### config.mk
export PLATFORM = sky130hd
export DESIGN_NAME = channel_ccw_executor_flat
export DESIGN_NICKNAME = d
export VERILOG_FILES = /design/src/rtl/channel_ccw_executor_if.sv /design/src/rtl/channel_ccw_executor.sv /design/src/flat_wrapper.sv
export SDC_FILE = /design/constraint.sdc
export NUM_CORES = 1
export LEC_CHECK = 0
export ABC_AREA = 1
export BUFFER_PORTS_ARGS = -buffer_cell sky130_fd_sc_hd__buf_2
export CAP_MARGIN = 40
export CORE_AREA = 2 2 89 91
export DETAILED_ROUTE_END_ITERATION = 10
export DIE_AREA = 0 0 91 93
export PLACE_DENSITY = 0.83
export SYNTH_ARGS = -nofsm -noshare
export SYNTH_HDL_FRONTEND = slang
export SYNTH_SLANG_ARGS = --single-unit
### constraint.sdc
create_clock -name clk -period 2.85 [get_ports clk]
set_clock_uncertainty 0.1 [all_clocks]
set_input_delay 0.1425 -clock clk [delete_from_list [all_inputs] [get_ports clk]]
set_output_delay 0.1425 -clock clk [all_outputs]
set_load 0.01 [all_outputs]
### src/rtl/channel_ccw_executor_if.sv
// Bundles the CCW request, channel-side, host-side and completion signals of
// channel_ccw_executor. The slave modport is the executor; the master modport is its environment.
interface channel_ccw_executor_if #(
    parameter int COUNT_WIDTH = 16
);
    logic [7:0]             ccw_addr;
    logic [7:0]             ccw_command;
    logic [COUNT_WIDTH-1:0] ccw_count;
    logic                   ccw_sli;
    logic                   ccw_valid;
    logic                   ccw_ready;

    logic [7:0]             chan_addr;
    logic [7:0]             chan_command;
    logic                   chan_start;
    logic                   chan_stop;
    logic                   chan_active;
    logic [1:0]             chan_condition_code;
    logic [7:0]             chan_status_tdata;
    logic                   chan_status_tvalid;
    logic [7:0]             chan_send_tdata;
    logic                   chan_send_tvalid;
    logic                   chan_send_tready;
    logic [7:0]             chan_recv_tdata;
    logic                   chan_recv_tvalid;
    logic                   chan_recv_tready;

    logic [7:0]             host_send_tdata;
    logic                   host_send_tvalid;
    logic                   host_send_tready;
    logic [7:0]             host_recv_tdata;
    logic                   host_recv_tvalid;
    logic                   host_recv_tready;

    logic                   done;
    logic [7:0]             done_status;
    logic [1:0]             done_cc;
    logic [COUNT_WIDTH-1:0] done_residual;
    logic                   done_length_error;

    modport slave (
        input  ccw_addr, ccw_command, ccw_count, ccw_sli, ccw_valid,
        output ccw_ready,
        output chan_addr, chan_command, chan_start, chan_stop,
        input  chan_active, chan_condition_code, chan_status_tdata, chan_status_tvalid,
        output chan_send_tdata, chan_send_tvalid,
        input  chan_send_tready,
        input  chan_recv_tdata, chan_recv_tvalid,
        output chan_recv_tready,
        input  host_send_tdata, host_send_tvalid,
        output host_send_tready,
        output host_recv_tdata, host_recv_tvalid,
        input  host_recv_tready,
        output done, done_status, done_cc, done_residual, done_length_error
    );

    modport master (
        output ccw_addr, ccw_command, ccw_count, ccw_sli, ccw_valid,
        input  ccw_ready,
        input  chan_addr, chan_command, chan_start, chan_stop,
        output chan_active, chan_condition_code, chan_status_tdata, chan_status_tvalid,
        input  chan_send_tdata, chan_send_tvalid,
        output chan_send_tready,
        output chan_recv_tdata, chan_recv_tvalid,
        input  chan_recv_tready,
        output host_send_tdata, host_send_tvalid,
        input  host_send_tready,
        input  host_recv_tdata, host_recv_tvalid,
        output host_recv_tready,
        input  done, done_status, done_cc, done_residual, done_length_error
    );
endinterface

### src/rtl/channel_ccw_executor.sv
// Runs one CCW at a time on the parallel channel: starts it, moves counted bytes
// between host and channel, stops overruns and reports a completion record.
module channel_ccw_executor #(
    parameter int COUNT_WIDTH    = 16,
    parameter int ACTIVE_TIMEOUT = 15
) (
    input  logic                  clk,
    input  logic                  reset_n,
    channel_ccw_executor_if.slave bus
);
    localparam int TW = $clog2(ACTIVE_TIMEOUT + 1);

    localparam logic [2:0] IDLE        = 3'd0;
    localparam logic [2:0] START       = 3'd1;
    localparam logic [2:0] WAIT_ACTIVE = 3'd2;
    localparam logic [2:0] TRANSFER    = 3'd3;
    localparam logic [2:0] STOPPING    = 3'd4;
    localparam logic [2:0] DONE        = 3'd5;

    logic [2:0]             state_q, state_d;
    logic [7:0]             addr_q, addr_d;
    logic [7:0]             cmd_q, cmd_d;
    logic                   sli_q, sli_d;
    logic [COUNT_WIDTH-1:0] residual_q, residual_d;
    logic [7:0]             status_q, status_d;
    logic                   overrun_q, overrun_d;
    logic                   timeout_q, timeout_d;
    logic [TW-1:0]          timer_q, timer_d;
    logic                   done_q, done_d;
    logic [7:0]             done_status_q, done_status_d;
    logic [1:0]             done_cc_q, done_cc_d;
    logic [COUNT_WIDTH-1:0] done_residual_q, done_residual_d;
    logic                   done_le_q, done_le_d;

    logic       ok, send_acc, recv_acc, chan_req;
    logic [1:0] cc_final;

    // Byte paths are combinational; they only open while bytes remain in TRANSFER.
    assign ok       = (state_q == TRANSFER) && (residual_q != '0);
    assign send_acc = bus.host_send_tvalid & bus.chan_send_tready & ok;
    assign recv_acc = bus.chan_recv_tvalid & bus.host_recv_tready & ok;
    assign chan_req = bus.chan_send_tready | bus.chan_recv_tvalid;
    assign cc_final = timeout_q ? 2'd3 : bus.chan_condition_code;

    assign bus.chan_send_tdata  = bus.host_send_tdata;
    assign bus.chan_send_tvalid = bus.host_send_tvalid & ok;
    assign bus.host_send_tready = bus.chan_send_tready & ok;
    assign bus.host_recv_tdata  = bus.chan_recv_tdata;
    assign bus.host_recv_tvalid = bus.chan_recv_tvalid & ok;
    assign bus.chan_recv_tready = bus.host_recv_tready & ok;

    assign bus.ccw_ready         = (state_q == IDLE);
    assign bus.chan_start        = (state_q == START);
    assign bus.chan_stop         = (state_q == STOPPING) && chan_req;
    assign bus.chan_addr         = addr_q;
    assign bus.chan_command      = cmd_q;
    assign bus.done              = done_q;
    assign bus.done_status       = done_status_q;
    assign bus.done_cc           = done_cc_q;
    assign bus.done_residual     = done_residual_q;
    assign bus.done_length_error = done_le_q;

    always_comb begin
        state_d         = state_q;
        addr_d          = addr_q;
        cmd_d           = cmd_q;
        sli_d           = sli_q;
        residual_d      = residual_q;
        status_d        = status_q;
        overrun_d       = overrun_q;
        timeout_d       = timeout_q;
        timer_d         = timer_q;
        done_d          = 1'b0;
        done_status_d   = done_status_q;
        done_cc_d       = done_cc_q;
        done_residual_d = done_residual_q;
        done_le_d       = done_le_q;
        case (state_q)
            IDLE: begin
                if (bus.ccw_valid) begin
                    addr_d     = bus.ccw_addr;
                    cmd_d      = bus.ccw_command;
                    sli_d      = bus.ccw_sli;
                    residual_d = bus.ccw_count;
                    status_d   = 8'h00;
                    overrun_d  = 1'b0;
                    timeout_d  = 1'b0;
                    state_d    = START;
                end
            end
            START: begin
                timer_d = '0;
                state_d = WAIT_ACTIVE;
            end
            WAIT_ACTIVE: begin
                if (bus.chan_active) begin
                    state_d = TRANSFER;
                end else if (timer_q == TW'(ACTIVE_TIMEOUT)) begin
                    timeout_d = 1'b1;
                    state_d   = DONE;
                end else begin
                    timer_d = timer_q + TW'(1);
                end
            end
            TRANSFER: begin
                if (bus.chan_status_tvalid) status_d = bus.chan_status_tdata;
                if (send_acc | recv_acc) residual_d = residual_q - COUNT_WIDTH'(1);
                // Channel ending wins over a simultaneous overrun request.
                if (!bus.chan_active) begin
                    state_d = DONE;
                end else if (residual_q == '0 && chan_req) begin
                    overrun_d = 1'b1;
                    state_d   = STOPPING;
                end
            end
            STOPPING: begin
                if (bus.chan_status_tvalid) status_d = bus.chan_status_tdata;
                if (!bus.chan_active)  state_d = DONE;
                else if (!chan_req)    state_d = TRANSFER;
            end
            DONE: begin
                done_d          = 1'b1;
                done_status_d   = status_q;
                done_residual_d = residual_q;
                done_cc_d       = cc_final;
                done_le_d       = !sli_q && (overrun_q || residual_q != '0) && (cc_final != 2'd3);
                state_d         = IDLE;
            end
            default: state_d = IDLE;
        endcase
    end

    always_ff @(posedge clk or negedge reset_n) begin
        if (!reset_n) begin
            state_q         <= IDLE;
            addr_q          <= '0;
            cmd_q           <= '0;
            sli_q           <= 1'b0;
            residual_q      <= '0;
            status_q        <= '0;
            overrun_q       <= 1'b0;
            timeout_q       <= 1'b0;
            timer_q         <= '0;
            done_q          <= 1'b0;
            done_status_q   <= '0;
            done_cc_q       <= '0;
            done_residual_q <= '0;
            done_le_q       <= 1'b0;
        end else begin
            state_q         <= state_d;
            addr_q          <= addr_d;
            cmd_q           <= cmd_d;
            sli_q           <= sli_d;
            residual_q      <= residual_d;
            status_q        <= status_d;
            overrun_q       <= overrun_d;
            timeout_q       <= timeout_d;
            timer_q         <= timer_d;
            done_q          <= done_d;
            done_status_q   <= done_status_d;
            done_cc_q       <= done_cc_d;
            done_residual_q <= done_residual_d;
            done_le_q       <= done_le_d;
        end
    end
endmodule

### src/flat_wrapper.sv
// flat-port wrapper written by rule: the top's interface ports become plain ports
module channel_ccw_executor_flat 
#(
    parameter int COUNT_WIDTH    = 16,
    parameter int ACTIVE_TIMEOUT = 15
)
  (clk, reset_n, bus_ccw_addr, bus_ccw_command, bus_ccw_count, bus_ccw_sli, bus_ccw_valid, bus_ccw_ready, bus_chan_addr, bus_chan_command, bus_chan_start, bus_chan_stop, bus_chan_active, bus_chan_condition_code, bus_chan_status_tdata, bus_chan_status_tvalid, bus_chan_send_tdata, bus_chan_send_tvalid, bus_chan_send_tready, bus_chan_recv_tdata, bus_chan_recv_tvalid, bus_chan_recv_tready, bus_host_send_tdata, bus_host_send_tvalid, bus_host_send_tready, bus_host_recv_tdata, bus_host_recv_tvalid, bus_host_recv_tready, bus_done, bus_done_status, bus_done_cc, bus_done_residual, bus_done_length_error);
  channel_ccw_executor_if #(.COUNT_WIDTH(COUNT_WIDTH)) bus_i ();
  input  logic clk;
  input  logic reset_n;
  input wire logic [$bits(bus_i.ccw_addr)-1:0] bus_ccw_addr;
  input wire logic [$bits(bus_i.ccw_command)-1:0] bus_ccw_command;
  input wire logic [$bits(bus_i.ccw_count)-1:0] bus_ccw_count;
  input wire logic [$bits(bus_i.ccw_sli)-1:0] bus_ccw_sli;
  input wire logic [$bits(bus_i.ccw_valid)-1:0] bus_ccw_valid;
  output wire logic [$bits(bus_i.ccw_ready)-1:0] bus_ccw_ready;
  output wire logic [$bits(bus_i.chan_addr)-1:0] bus_chan_addr;
  output wire logic [$bits(bus_i.chan_command)-1:0] bus_chan_command;
  output wire logic [$bits(bus_i.chan_start)-1:0] bus_chan_start;
  output wire logic [$bits(bus_i.chan_stop)-1:0] bus_chan_stop;
  input wire logic [$bits(bus_i.chan_active)-1:0] bus_chan_active;
  input wire logic [$bits(bus_i.chan_condition_code)-1:0] bus_chan_condition_code;
  input wire logic [$bits(bus_i.chan_status_tdata)-1:0] bus_chan_status_tdata;
  input wire logic [$bits(bus_i.chan_status_tvalid)-1:0] bus_chan_status_tvalid;
  output wire logic [$bits(bus_i.chan_send_tdata)-1:0] bus_chan_send_tdata;
  output wire logic [$bits(bus_i.chan_send_tvalid)-1:0] bus_chan_send_tvalid;
  input wire logic [$bits(bus_i.chan_send_tready)-1:0] bus_chan_send_tready;
  input wire logic [$bits(bus_i.chan_recv_tdata)-1:0] bus_chan_recv_tdata;
  input wire logic [$bits(bus_i.chan_recv_tvalid)-1:0] bus_chan_recv_tvalid;
  output wire logic [$bits(bus_i.chan_recv_tready)-1:0] bus_chan_recv_tready;
  input wire logic [$bits(bus_i.host_send_tdata)-1:0] bus_host_send_tdata;
  input wire logic [$bits(bus_i.host_send_tvalid)-1:0] bus_host_send_tvalid;
  output wire logic [$bits(bus_i.host_send_tready)-1:0] bus_host_send_tready;
  output wire logic [$bits(bus_i.host_recv_tdata)-1:0] bus_host_recv_tdata;
  output wire logic [$bits(bus_i.host_recv_tvalid)-1:0] bus_host_recv_tvalid;
  input wire logic [$bits(bus_i.host_recv_tready)-1:0] bus_host_recv_tready;
  output wire logic [$bits(bus_i.done)-1:0] bus_done;
  output wire logic [$bits(bus_i.done_status)-1:0] bus_done_status;
  output wire logic [$bits(bus_i.done_cc)-1:0] bus_done_cc;
  output wire logic [$bits(bus_i.done_residual)-1:0] bus_done_residual;
  output wire logic [$bits(bus_i.done_length_error)-1:0] bus_done_length_error;
  assign bus_i.ccw_addr = bus_ccw_addr;
  assign bus_i.ccw_command = bus_ccw_command;
  assign bus_i.ccw_count = bus_ccw_count;
  assign bus_i.ccw_sli = bus_ccw_sli;
  assign bus_i.ccw_valid = bus_ccw_valid;
  assign bus_ccw_ready = bus_i.ccw_ready;
  assign bus_chan_addr = bus_i.chan_addr;
  assign bus_chan_command = bus_i.chan_command;
  assign bus_chan_start = bus_i.chan_start;
  assign bus_chan_stop = bus_i.chan_stop;
  assign bus_i.chan_active = bus_chan_active;
  assign bus_i.chan_condition_code = bus_chan_condition_code;
  assign bus_i.chan_status_tdata = bus_chan_status_tdata;
  assign bus_i.chan_status_tvalid = bus_chan_status_tvalid;
  assign bus_chan_send_tdata = bus_i.chan_send_tdata;
  assign bus_chan_send_tvalid = bus_i.chan_send_tvalid;
  assign bus_i.chan_send_tready = bus_chan_send_tready;
  assign bus_i.chan_recv_tdata = bus_chan_recv_tdata;
  assign bus_i.chan_recv_tvalid = bus_chan_recv_tvalid;
  assign bus_chan_recv_tready = bus_i.chan_recv_tready;
  assign bus_i.host_send_tdata = bus_host_send_tdata;
  assign bus_i.host_send_tvalid = bus_host_send_tvalid;
  assign bus_host_send_tready = bus_i.host_send_tready;
  assign bus_host_recv_tdata = bus_i.host_recv_tdata;
  assign bus_host_recv_tvalid = bus_i.host_recv_tvalid;
  assign bus_i.host_recv_tready = bus_host_recv_tready;
  assign bus_done = bus_i.done;
  assign bus_done_status = bus_i.done_status;
  assign bus_done_cc = bus_i.done_cc;
  assign bus_done_residual = bus_i.done_residual;
  assign bus_done_length_error = bus_i.done_length_error;
  channel_ccw_executor #(.COUNT_WIDTH(COUNT_WIDTH), .ACTIVE_TIMEOUT(ACTIVE_TIMEOUT)) u_core (.clk(clk), .reset_n(reset_n), .bus(bus_i));
endmodule
Word level (Yosys, flattened, before mapping) --
Cells that the tools add are included.
Storage, ports and cells: output and inout bits 67, latch bits 0, memories 0, input port bits 68, bits in registers 78, RAM bits 0, word-level logic and storage cells 92, bits in read-only memories 0
Cells by class: bitwise operators 10, shift operators 0, multipliers 0, muxes and demuxes 26, reductions and logical operators 22, equal/unequal tests 18, order comparisons 0, div/mod/pow operators 0, $add $sub $neg 2
Operators with widths (number):
- $mux W16 | 2
- $pmux W16 S2 | 1
- $mux W3 | 7
- $logic_not A16 Y1 | 1
- $mux W8 | 2
- $pmux W8 S2 | 1
- $reduce_bool A16 Y1 | 1
- $sub A16 B1 Y16 const B | 1
- $pmux W3 S5 | 1
- $ne A2 B2 Y1 const B | 7
- $reduce_and A4 Y1 | 3
- $reduce_and A3 Y1 | 3
- $and A1 B1 Y1 | 8
- $mux W4 | 2
- $pmux W4 S2 | 1
- $reduce_bool A2 Y1 | 4
- $eq A3 B2 Y1 const B | 2
- $eq A3 B3 Y1 const B | 2
- $mux W1 | 6
- $ne A3 B3 Y1 const B | 2
- $logic_and A1 B1 Y1 | 5
- $add A4 B1 Y4 const B | 1
- $eq A4 B4 Y1 const B | 1
- $ne A2 B1 Y1 const B | 2
- other kinds (10) | 12

Logic depth before layout (Yosys ltp) --
Gate-level depths: netlist of run 1.
depth in word-level cells 6, gate-level depth with buffers 11, gate-level depth less buffers 11

Worst setup path before layout of run 1 --
No wires, ideal clock.
path kind flip-flop to flip-flop, start point register u_core.residual_q[0], end point register u_core.residual_q[2], clock period less this slack 1.715 ns, cell stages (with the launch flop) 11, required time 2.631 ns, data arrival time 1.496 ns, setup slack 1.135 ns, cells stage by stage dfrtp_1 > inv_1 > ha_1 > nand2_1 > nor2_4 > nand2_2 > o211ai_4 > nand2_4 > buf_6 > nand2_1 > o21ai_2
Between the ends: cells in the longest elaborated chain, start to end 6, elaborated cells on any way between the ends 10
Ends and longest elaborated chain:
- from (decl) | RTL line channel_ccw_executor.sv:24 | logic [COUNT_WIDTH-1:0] residual_q, residual_d;
- from (signal assigned) | RTL line channel_ccw_executor.sv:154 | residual_q <= residual_d;
- branches (longest 6 deep; another with $sub A16 B1 Y16)
Several ways; the timed one is not identified. The select of a mux whose other input is x is not followed. A chain may end at the register's enable or synchronous reset.

Worst setup path in the final report of run 1 --
start point register u_core.residual_q[0], end point output bus_host_send_tready
Between the ends: cells in the longest elaborated chain, start to end 3
Ends and longest elaborated chain:
- $reduce_bool A16 Y1 | RTL line channel_ccw_executor.sv:39 | assign ok = (state_q == TRANSFER) && (residual_q != '0);
- $logic_and A1 B1 Y1 | RTL line channel_ccw_executor.sv:39
- $and A1 B1 Y1 | RTL line channel_ccw_executor.sv:47 | assign bus.host_send_tready = bus.chan_send_tready & ok;
- to (decl) | RTL line flat_wrapper.sv:33 | output wire logic [$bits(bus_i.host_send_tready)-1:0] bus_host_send_tready;
No other way between the ends.

==> impl_metrics.env, run 1 <==
export IMPL_status="complete, no violations"
export IMPL_p_sw_share_pct=42.3
export IMPL_synth_flop_cell="dfrtp_1"
export IMPL_grt_pass1_vias=3601
export IMPL_tns_ps=0
export IMPL_netlist_area_mm2=0.00397
export IMPL_cp_required_ps=2610
export IMPL_combinationalPowerShare_pct=42.7
export IMPL_worstHoldStart="bus_ccw_count[3]"
export IMPL_syn_nets=587
export IMPL_drt_iter0_markers=248
export IMPL_r2r_end="u_core.residual_q[2]"
export IMPL_critPathLaunchType="flip-flop"
export IMPL_min_path_cells=5
export IMPL_syn_to_final_growth_pct=27.2
export IMPL_multi_input_area_mm2=0.00160
export IMPL_vias=3720
export IMPL_grtUsageTotal_pct=24.7
export IMPL_tightest_slew_ps=438
export IMPL_drc=0
export IMPL_dp_slack_ps=856
export IMPL_postCtsSetupBuffers=0
export IMPL_route_antenna_remaining_nets=0
export IMPL_drive_gt1_share_pct=22.0
export IMPL_start_util_pct=52.7
export IMPL_period_needed_ps=2150
export IMPL_netlist_instances=517
export IMPL_cts_buffer_depth=2
export IMPL_cap_viol_max_count=0
export IMPL_rr_worst_depth=9
export IMPL_rsz0062_at_grt="no"
export IMPL_io_pins=135
export IMPL_port_buffers=102
export IMPL_irDropWorstVdd_mv=0.506
export IMPL_clock_latency_ps=360
export IMPL_slew_headroom_pct=70.8
export IMPL_cts_max_level=3
export IMPL_finalHoldViolCount=0
export IMPL_cp_max_fo=5
export IMPL_power_density_mw_per_mm2=986
export IMPL_final_area_mm2=0.00505
export IMPL_antenna_cells=0
export IMPL_met3_usage_pct=5.00
export IMPL_cp_arrival_ps=1910
export IMPL_power_frac_clock_pct=19.0
export IMPL_die_area_mm2=0.00846
export IMPL_p_total_mw=4.97
export IMPL_whs_endpoint="u_core.residual_q[3]"
export IMPL_reg2reg_from="u_core.residual_q[0]"
export IMPL_core_area_mm2=0.00753
export IMPL_ys_ff_latch=78
export IMPL_fin_hold_ws_ps=15.8
export IMPL_grt_max_degree=61
export IMPL_place_area_mm2=0.00446
export IMPL_met2_usage_pct=39.6
export IMPL_die_h_um=93
export IMPL_cts_resized_gates=0
export IMPL_yosys_top_cells_count="nand2_1 (198), dfrtp_1 (78), inv_1 (53)"
export IMPL_p_seq_share_pct=38.3
export IMPL_r2r_setup_slack_ps=760
export IMPL_setup_slack_ps=695
export IMPL_yosys_cell_count_top_type="nand2_1"
export IMPL_firstDrtPassIters=7
export IMPL_fmax_ghz=0.464
export IMPL_clk_pin_slew_worst_paths_ps=80
export IMPL_switching_power_mw=2.10
export IMPL_end_kind="output port"
export IMPL_routed_wl_mm=9.78
export IMPL_ys_seq_area_share_pct=49.2
export IMPL_fill_cells=657
export IMPL_p_leak_nw=2.77
export IMPL_grt_overflow=0
export IMPL_setup_viol=0
export IMPL_min_path_type="in2reg"
export IMPL_regArea_mm2=0.00195
export IMPL_row_count=32
export IMPL_final_max_slew_viol_count=0
export IMPL_fin_crit_sh_pct=75.6
export IMPL_syn_avg_cell_area_um2=7.67
export IMPL_cts_tree="done"
export IMPL_met1_usage_pct=33.3
export IMPL_die_width_um=91
export IMPL_cts_buffers=9
export IMPL_cts_root_buf="clkbuf_8"
export IMPL_grt_antenna_before_repair=0
export IMPL_globalRoute_busiestLayer="met2"
export IMPL_netlist_area_leader_share_pct=49.2
export IMPL_post_dp_hpwl_mm=6.74
export IMPL_ys_warn_count=0
export IMPL_synth_top_cell_by_area="dfrtp_1"
export IMPL_p_int_mw=2.87
export IMPL_synth_cell_types=29
export IMPL_grt_pass1_wl_mm=16.7
export IMPL_gp_congestion=0.943
export IMPL_synth_edf_count=0
export IMPL_final_net_count=710
export IMPL_cts_hold_buf=36
export IMPL_cts_num_sinks=78
export IMPL_post_drt_wl_per_cell_um=13.1
export IMPL_via_per_inst=4.98
export IMPL_crit_type="reg2out"
export IMPL_synth_async_reset_ratio_pct=100
export IMPL_yosys_top_cells_area="dfrtp_1 (49%), nand2_1 (19%), o21ai_0 (5.2%), inv_1 (5.0%), nand3_1 (4.9%)"
stage by stage:
stage	instances	utilization (%)
floorplan	517	-
global placement	694	58.8
detailed placement	695	59.2
CTS	747	67.1
global route	747	67.1
finish	747	67.1
cells by family (layout without fill, tap and decap cells):
kind of cell / Yosys count / in the layout / synth area share, %
xor+xnor: 1 / 1 / 0.221
compound gates: 60 / 60 / 9.05
buf+inv: 85 / 213 / 10.5
simple gates: 291 / 291 / 30.4
flops: 78 / 78 / 49.2
fa+ha+maj: 2 / 2 / 0.631
power groups by stage:
stage	sequential [mW]	clock (mW)	combinational (mW)
after floorplan	1.99	0	1.34
after global placement	1.90	0	1.98
after detailed placement	1.91	0	2.08
after CTS	1.90	0.959	2.13
after global routing	1.97	1.01	2.42
final	1.91	0.945	2.12
worst max-delay path by stage:
stage,from,end,depth (start not counted)
4_1_cts,u_core.residual_q[0],bus_host_send_tready,8
6_report,u_core.residual_q[0],bus_host_send_tready,8
5_1_grt,u_core.residual_q[0],bus_host_send_tready,8
2_1_floorplan,u_core.residual_q[0],u_core.residual_q[2],10
3_5_place_dp,u_core.residual_q[0],u_core.residual_q[2],9
3_3_place_gp,u_core.residual_q[0],u_core.residual_q[0],9
routing by layer:
| metal | share of wire (%) | wire length [um] |
|---|---|---|
| met1 | 45 | 4380 |
| met3 | 6.9 | 671 |
| met5 | 0 | 0 |
| met4 | 2.1 | 206 |
| met2 | 46 | 4520 |
sequential cells by signal (all words and copies together) (netlist names):
| register | flops |
|---|---|
| u_core.bus.chan_command | 8 |
| u_core.timeout_q | 1 |
| u_core.bus.done | 1 |
| u_core.timer_q | 4 |
| u_core.residual_q | 16 |
| u_core.bus.done_length_error | 1 |
| u_core.bus.chan_addr | 8 |
| u_core.state_q | 3 |
| u_core.sli_q | 1 |
| u_core.bus.done_status | 8 |
| u_core.overrun_q | 1 |
| u_core.bus.done_residual | 16 |
| u_core.bus.done_cc | 2 |
| u_core.status_q | 8 |
layout by cell type, fill, tap and decap left out, types with 2 or more instances in the layout:
| master | Yosys | routed |
|---|---|---|
| nand2_1 | 198 | 198 |
| buf_2 | 6 | 101 |
| dfrtp_1 | 78 | 78 |
| inv_1 | 53 | 53 |
| o21ai_0 | 41 | 41 |
| nand3_1 | 39 | 39 |
| nor2_1 | 36 | 36 |
| dlygate4sd3_1 | 0 | 36 |
| clkbuf_8 | 0 | 10 |
| o21ai_2 | 7 | 7 |
| a21oi_1 | 5 | 5 |
| buf_4 | 17 | 5 |
| nand4_1 | 4 | 4 |
| nor2_4 | 3 | 3 |
| nor3_1 | 3 | 3 |
| nor2_2 | 2 | 2 |
| nand2_2 | 2 | 2 |
| nand2_4 | 2 | 2 |
| o22a_1 | 2 | 2 |
| ha_1 | 2 | 2 |
| bufinv_16 | 0 | 2 |
| clkinv_4 | 0 | 2 |
area by class of cell:
cell class	count	share of cell area, %
Inverter	54	4.07
Timing Repair Buffer	143	18.4
Tap cell	102	2.53
Sequential cell	78	38.7
Clock inverter	6	1.86
Multi-Input combinational cell	354	31.7
Clock buffer	10	2.73
critical path, cell delays in order (launching register included):
cell and delay (ps):
dfrtp_1 380, inv_1 140, ha_1 210, nand2_1 170, nor2_4 200, nand2_2 90, nand2_1 150, nor2_1 70
buf_2 140
No activity file was read; power rests on OpenSTA's default activity.
==> run 2, diff against run 1 <==
CORE_AREA = 2 2 93 95   (was 2 2 89 91)
DIE_AREA = 0 0 95 97   (was 0 0 91 93)
PLACE_DENSITY = 0.76   (was 0.83)
clock period = 2 ns   (was 2.85 ns; I/O delays follow)
==> impl_metrics.env, run 2 (synthesized netlist as in run 1, its figures left out) <==
export IMPL_rsz0062_at_grt="no"
export IMPL_cp_max_fo=5
export IMPL_routed_wl_mm=10.0
export IMPL_r2r_setup_slack_ps=200
export IMPL_dp_slack_ps=167
export IMPL_vias=3725
export IMPL_port_buffers=102
export IMPL_final_common_cell="nand2_1"
export IMPL_fin_crit_sh_pct=95.1
export IMPL_io_pins=135
export IMPL_clk_pin_slew_worst_paths_ps=70
export IMPL_power_density_mw_per_mm2=1390
export IMPL_p_total_mw=7.11
export IMPL_cp_arrival_ps=1700
export IMPL_fill_cells=724
export IMPL_finalHoldViolCount=0
export IMPL_multi_input_area_mm2=0.00161
export IMPL_core_area_mm2=0.00813
export IMPL_met1_usage_pct=30.6
export IMPL_final_max_slew_viol_count=0
export IMPL_start_util_pct=48.8
export IMPL_cp_required_ps=1800
export IMPL_tns_ps=0
export IMPL_gp_congestion=0.886
export IMPL_globalRoute_busiestLayer="met2"
export IMPL_setup_slack_ps=97.9
export IMPL_fmax_ghz=0.526
export IMPL_grt_pass1_vias=3743
export IMPL_route_antenna_remaining_nets=0
export IMPL_irDropWorstVdd_mv=0.835
export IMPL_slew_headroom_pct=61.2
export IMPL_met3_usage_pct=5.30
export IMPL_grtUsageTotal_pct=22.9
export IMPL_die_width_um=95
export IMPL_critPathLaunchType="flip-flop"
export IMPL_cts_tree="done"
export IMPL_die_h_um=97
export IMPL_end_kind="output port"
export IMPL_status="complete, no violations"
export IMPL_final_net_count=721
export IMPL_via_per_inst=4.90
export IMPL_met2_usage_pct=36.2
export IMPL_final_area_mm2=0.00513
export IMPL_crit_type="reg2out"
export IMPL_postCtsSetupBuffers=0
export IMPL_tightest_slew_ps=582
export IMPL_drive_gt1_share_pct=22.7
export IMPL_drc=0
export IMPL_cts_buffers=9
export IMPL_grt_overflow=0
export IMPL_post_drt_wl_per_cell_um=13.2
export IMPL_antenna_cells=0
export IMPL_period_needed_ps=1900
export IMPL_p_leak_nw=2.81
export IMPL_post_dp_hpwl_mm=6.71
export IMPL_grt_pass1_wl_mm=16.9
export IMPL_firstDrtPassIters=4
export IMPL_grt_max_degree=48
export IMPL_die_area_mm2=0.00922
export IMPL_syn_to_final_growth_pct=29.2
export IMPL_cts_num_sinks=78
export IMPL_cts_max_level=3
export IMPL_grt_antenna_before_repair=0
export IMPL_place_area_mm2=0.00448
export IMPL_cts_root_buf="clkbuf_8"
export IMPL_clock_latency_ps=340
export IMPL_most_common_layout_cells="nand2_1 (196), buf_2 (101), dfrtp_1 (78)"
export IMPL_min_path_type="in2reg"
export IMPL_cts_buffer_depth=2
export IMPL_row_count=33
export IMPL_cap_viol_max_count=0
export IMPL_regArea_mm2=0.00195
export IMPL_drt_iter0_markers=229
export IMPL_setup_viol=0
run 2: cell types whose count changed in the layout (fill, tap and decap cells not counted), sizes merged:
| cell | before | now |
|---|---|---|
| dlygate4sd3 | 36 | 42 |
| buf | 107 | 112 |
| clkbuf | 10 | 12 |
| clkinv | 2 | 0 |
| inv | 55 | 54 |
run 2: metal layers:
layer  share of wire, %  vias to the layer above  wire, um
li1                   -                     1864         -
met1                 46                     1716      4660
met2                 46                      133      4600
met3                6.4                       12       641
met4                1.2                        0       119
met5                  0                        -         0
run 2: stage by stage:
stage / cells / hold WS, ps / utilization, %
2_1_floorplan: 517 / -296 / -
3_3_place_gp: 703 / 34.3 / 55.0
3_5_place_dp: 703 / 43.0 / 55.0
4_1_cts: 760 / 6.52 / 63.0
5_1_grt: 760 / 17.7 / 63.0
6_report: 760 / 14.6 / 63.0
run 2: worst paths after layout:
check                                      from                 endpoint  cells after the start
setup / recovery           u_core.residual_q[1]     bus_host_send_tready                      8
hold / removal                 bus_ccw_count[3]     u_core.residual_q[3]                      5
setup reg to reg           u_core.residual_q[1]     u_core.residual_q[3]                      9
hold reg to reg                u_core.overrun_q         u_core.overrun_q                      2
max in group asynchronous               reset_n     u_core.residual_q[3]                      3
min in group asynchronous               reset_n  u_core.bus.chan_addr[0]                      2
run 2: power breakdown:
part	internal, mW	leakage, nW	switching (mW)
Clock	0.766	0.109	0.559
Combinational	1.13	1.70	1.93
Sequential	2.25	1.00	0.464
run 2: final cells by class:
type	instances	area share, %
inverters	54	4.00
clock buffers	12	3.03
flip-flops and latches	78	38.1
repair buffers	154	19.7
multi-input cells	354	31.4
well taps	105	2.56
clock inverters	3	1.32
run 2: critical path, stage by stage (launching register included):
cell and delay, ps:
dfrtp_1 370, inv_1 110, ha_2 220, nand2_2 110, nor2_4 140, nand2_2 100, nand2_2 110, nor2_1 70
buf_2 140
run 2: timing repair:
item | CTS | global route
endpoints found under the setup margin | 4 | 5
gates resized for setup | 2 | 2
pin swaps | 0 | 1
endpoints found under the hold margin | 83 | 0
hold buffers | 42 | 0
==> run 3, diff against run 2 <==
BUFFER_PORTS_ARGS = -buffer_cell sky130_fd_sc_hd__buf_4   (was -buffer_cell sky130_fd_sc_hd__buf_2)
CAP_MARGIN = 15   (was 40)
==> impl_metrics.env, run 3 (synthesized netlist as in run 1, its figures left out) <==
export IMPL_tightest_slew_ps=537
export IMPL_critPathLaunchType="flip-flop"
export IMPL_p_leak_nw=2.85
export IMPL_grt_pass1_wl_mm=16.8
export IMPL_crit_type="reg2out"
export IMPL_via_per_inst=4.98
export IMPL_grt_pass1_vias=3611
export IMPL_drc=0
export IMPL_min_path_type="in2reg"
export IMPL_final_max_slew_viol_count=0
export IMPL_cts_max_level=3
export IMPL_path_delay_family="simple AND/OR/NAND/NOR gates"
export IMPL_cp_arrival_ps=1650
export IMPL_core_area_mm2=0.00813
export IMPL_route_antenna_remaining_nets=0
export IMPL_syn_to_final_growth_pct=34.6
export IMPL_post_drt_wl_per_cell_um=13.3
export IMPL_period_needed_ps=1850
export IMPL_cts_root_buf="clkbuf_8"
export IMPL_cts_buffer_depth=2
export IMPL_port_buffers=102
export IMPL_tns_ps=0
export IMPL_cts_buffers=9
export IMPL_crit_top_cell="nand2_2"
export IMPL_fill_cells=665
export IMPL_clock_latency_ps=350
export IMPL_power_density_mw_per_mm2=1340
export IMPL_grtUsageTotal_pct=23.3
export IMPL_cap_viol_max_count=0
export IMPL_antenna_cells=0
export IMPL_most_common_layout_cells="nand2_1 (196), buf_4 (108), dfrtp_1 (78)"
export IMPL_fin_cells=758
export IMPL_final_net_count=719
export IMPL_clk_pin_slew_worst_paths_ps=80
export IMPL_path_cells="inv_2 -> ha_4 -> nand2_2 -> nor2_4 -> nand2_2 -> nand2_2 -> nor2_1 -> buf_4"
export IMPL_fmax_ghz=0.541
export IMPL_row_count=33
export IMPL_setup_slack_ps=150
export IMPL_die_h_um=97
export IMPL_firstDrtPassIters=4
export IMPL_drive_gt1_share_pct=22.7
export IMPL_irDropWorstVdd_mv=0.623
export IMPL_start_util_pct=48.8
export IMPL_postCtsSetupBuffers=0
export IMPL_grt_overflow=0
export IMPL_routed_wl_mm=10.1
export IMPL_post_dp_hpwl_mm=6.82
export IMPL_final_common_cell="nand2_1"
export IMPL_rsz0062_at_grt="no"
export IMPL_cpPeakStageDelay_ps=400
export IMPL_gp_congestion=0.878
export IMPL_grt_max_degree=48
export IMPL_timing_critical_path_buf_inv=2
export IMPL_cp_max_fo=5
export IMPL_setup_viol=0
export IMPL_drt_iter0_markers=209
export IMPL_vias=3775
export IMPL_status="complete, no violations"
export IMPL_fin_hold_ws_ps=18.9
export IMPL_die_area_mm2=0.00922
export IMPL_dp_slack_ps=157
export IMPL_finalHoldViolCount=0
export IMPL_end_kind="output port"
export IMPL_grt_antenna_before_repair=0
export IMPL_fin_crit_sh_pct=92.5
export IMPL_post_place_cells=700
export IMPL_io_pins=135
export IMPL_die_width_um=95
export IMPL_cp_slowest_cell="dfrtp_1"
export IMPL_slew_headroom_pct=64.2
export IMPL_cp_required_ps=1800
export IMPL_cts_num_sinks=78
export IMPL_cts_tree="done"
## run 3: what timing repair did
| item | CTS | global route |
|---|---|---|
| resized for setup | 2 | 4 |
| pin swaps | 0 | 1 |
| setup endpoints to repair | 4 | 4 |
| endpoints found under the hold margin | 81 | 0 |
| hold buffers | 43 | 0 |
## run 3: layout make-up
cell class	instances	area, um^2	share of cell area [%]
Sequential cell	78	1950	36.5
Multi-Input combinational cell	354	1620	30.3
Timing Repair Buffer	152	1260	23.6
Inverter	54	205	3.84
Clock buffer	11	151	2.83
Tap cell	105	131	2.46
Clock inverter	4	22.5	0.422
## run 3: final timing paths
kind	slack [ps]	to	from	cells after the start
setup / recovery	150	bus_host_send_tready	u_core.residual_q[0]	8
max in group asynchronous	1040	u_core.bus.done_status[3]	reset_n	3
min in group asynchronous	160	u_core.bus.chan_command[7]	reset_n	2
hold / removal	20	u_core.state_q[0]	bus_chan_active	3
hold reg to reg	370	u_core.overrun_q	u_core.overrun_q	2
setup reg to reg	280	u_core.residual_q[4]	u_core.residual_q[0]	9
## run 3: per-stage QoR
stage / area, um^2 / util [%] / total power, mW
after global placement: 4720 / 58.0 / 5.83
final: 5340 / 65.7 / 7.14
after CTS: 5330 / 65.5 / 7.15
after detailed placement: 4720 / 58.0 / 5.97
after floorplan: 3970 / - / 4.74
after global routing: 5340 / 65.7 / 7.76
## run 3: worst min-delay path, cell delays in order
cell and delay (ps):
buf_4 110, nand3_1 130, o31ai_1 100
## run 3: routing by layer
| metal | wire [um] | vias to the layer above | GRT usage (%) | share of wire [%] |
|---|---|---|---|---|
| li1 | - | 1866 | - | - |
| met1 | 4370 | 1762 | 30.9 | 43 |
| met2 | 4860 | 134 | 36.2 | 48 |
| met3 | 726 | 13 | 6.15 | 7.2 |
| met4 | 146 | 0 | 9.59 | 1.4 |
| met5 | 0 | - | 0 | 0 |
## run 3: report_power, final
| group | switching [mW] | total, mW | internal [mW] | leakage (nW) |
|---|---|---|---|---|
| clock | 0.574 | 1.08 | 0.505 | 0.0910 |
| sequential | 0.478 | 2.73 | 2.26 | 1.00 |
| combinational | 1.95 | 3.33 | 1.38 | 1.75 |
| total | 3.01 | 7.14 | 4.14 | 2.85 |
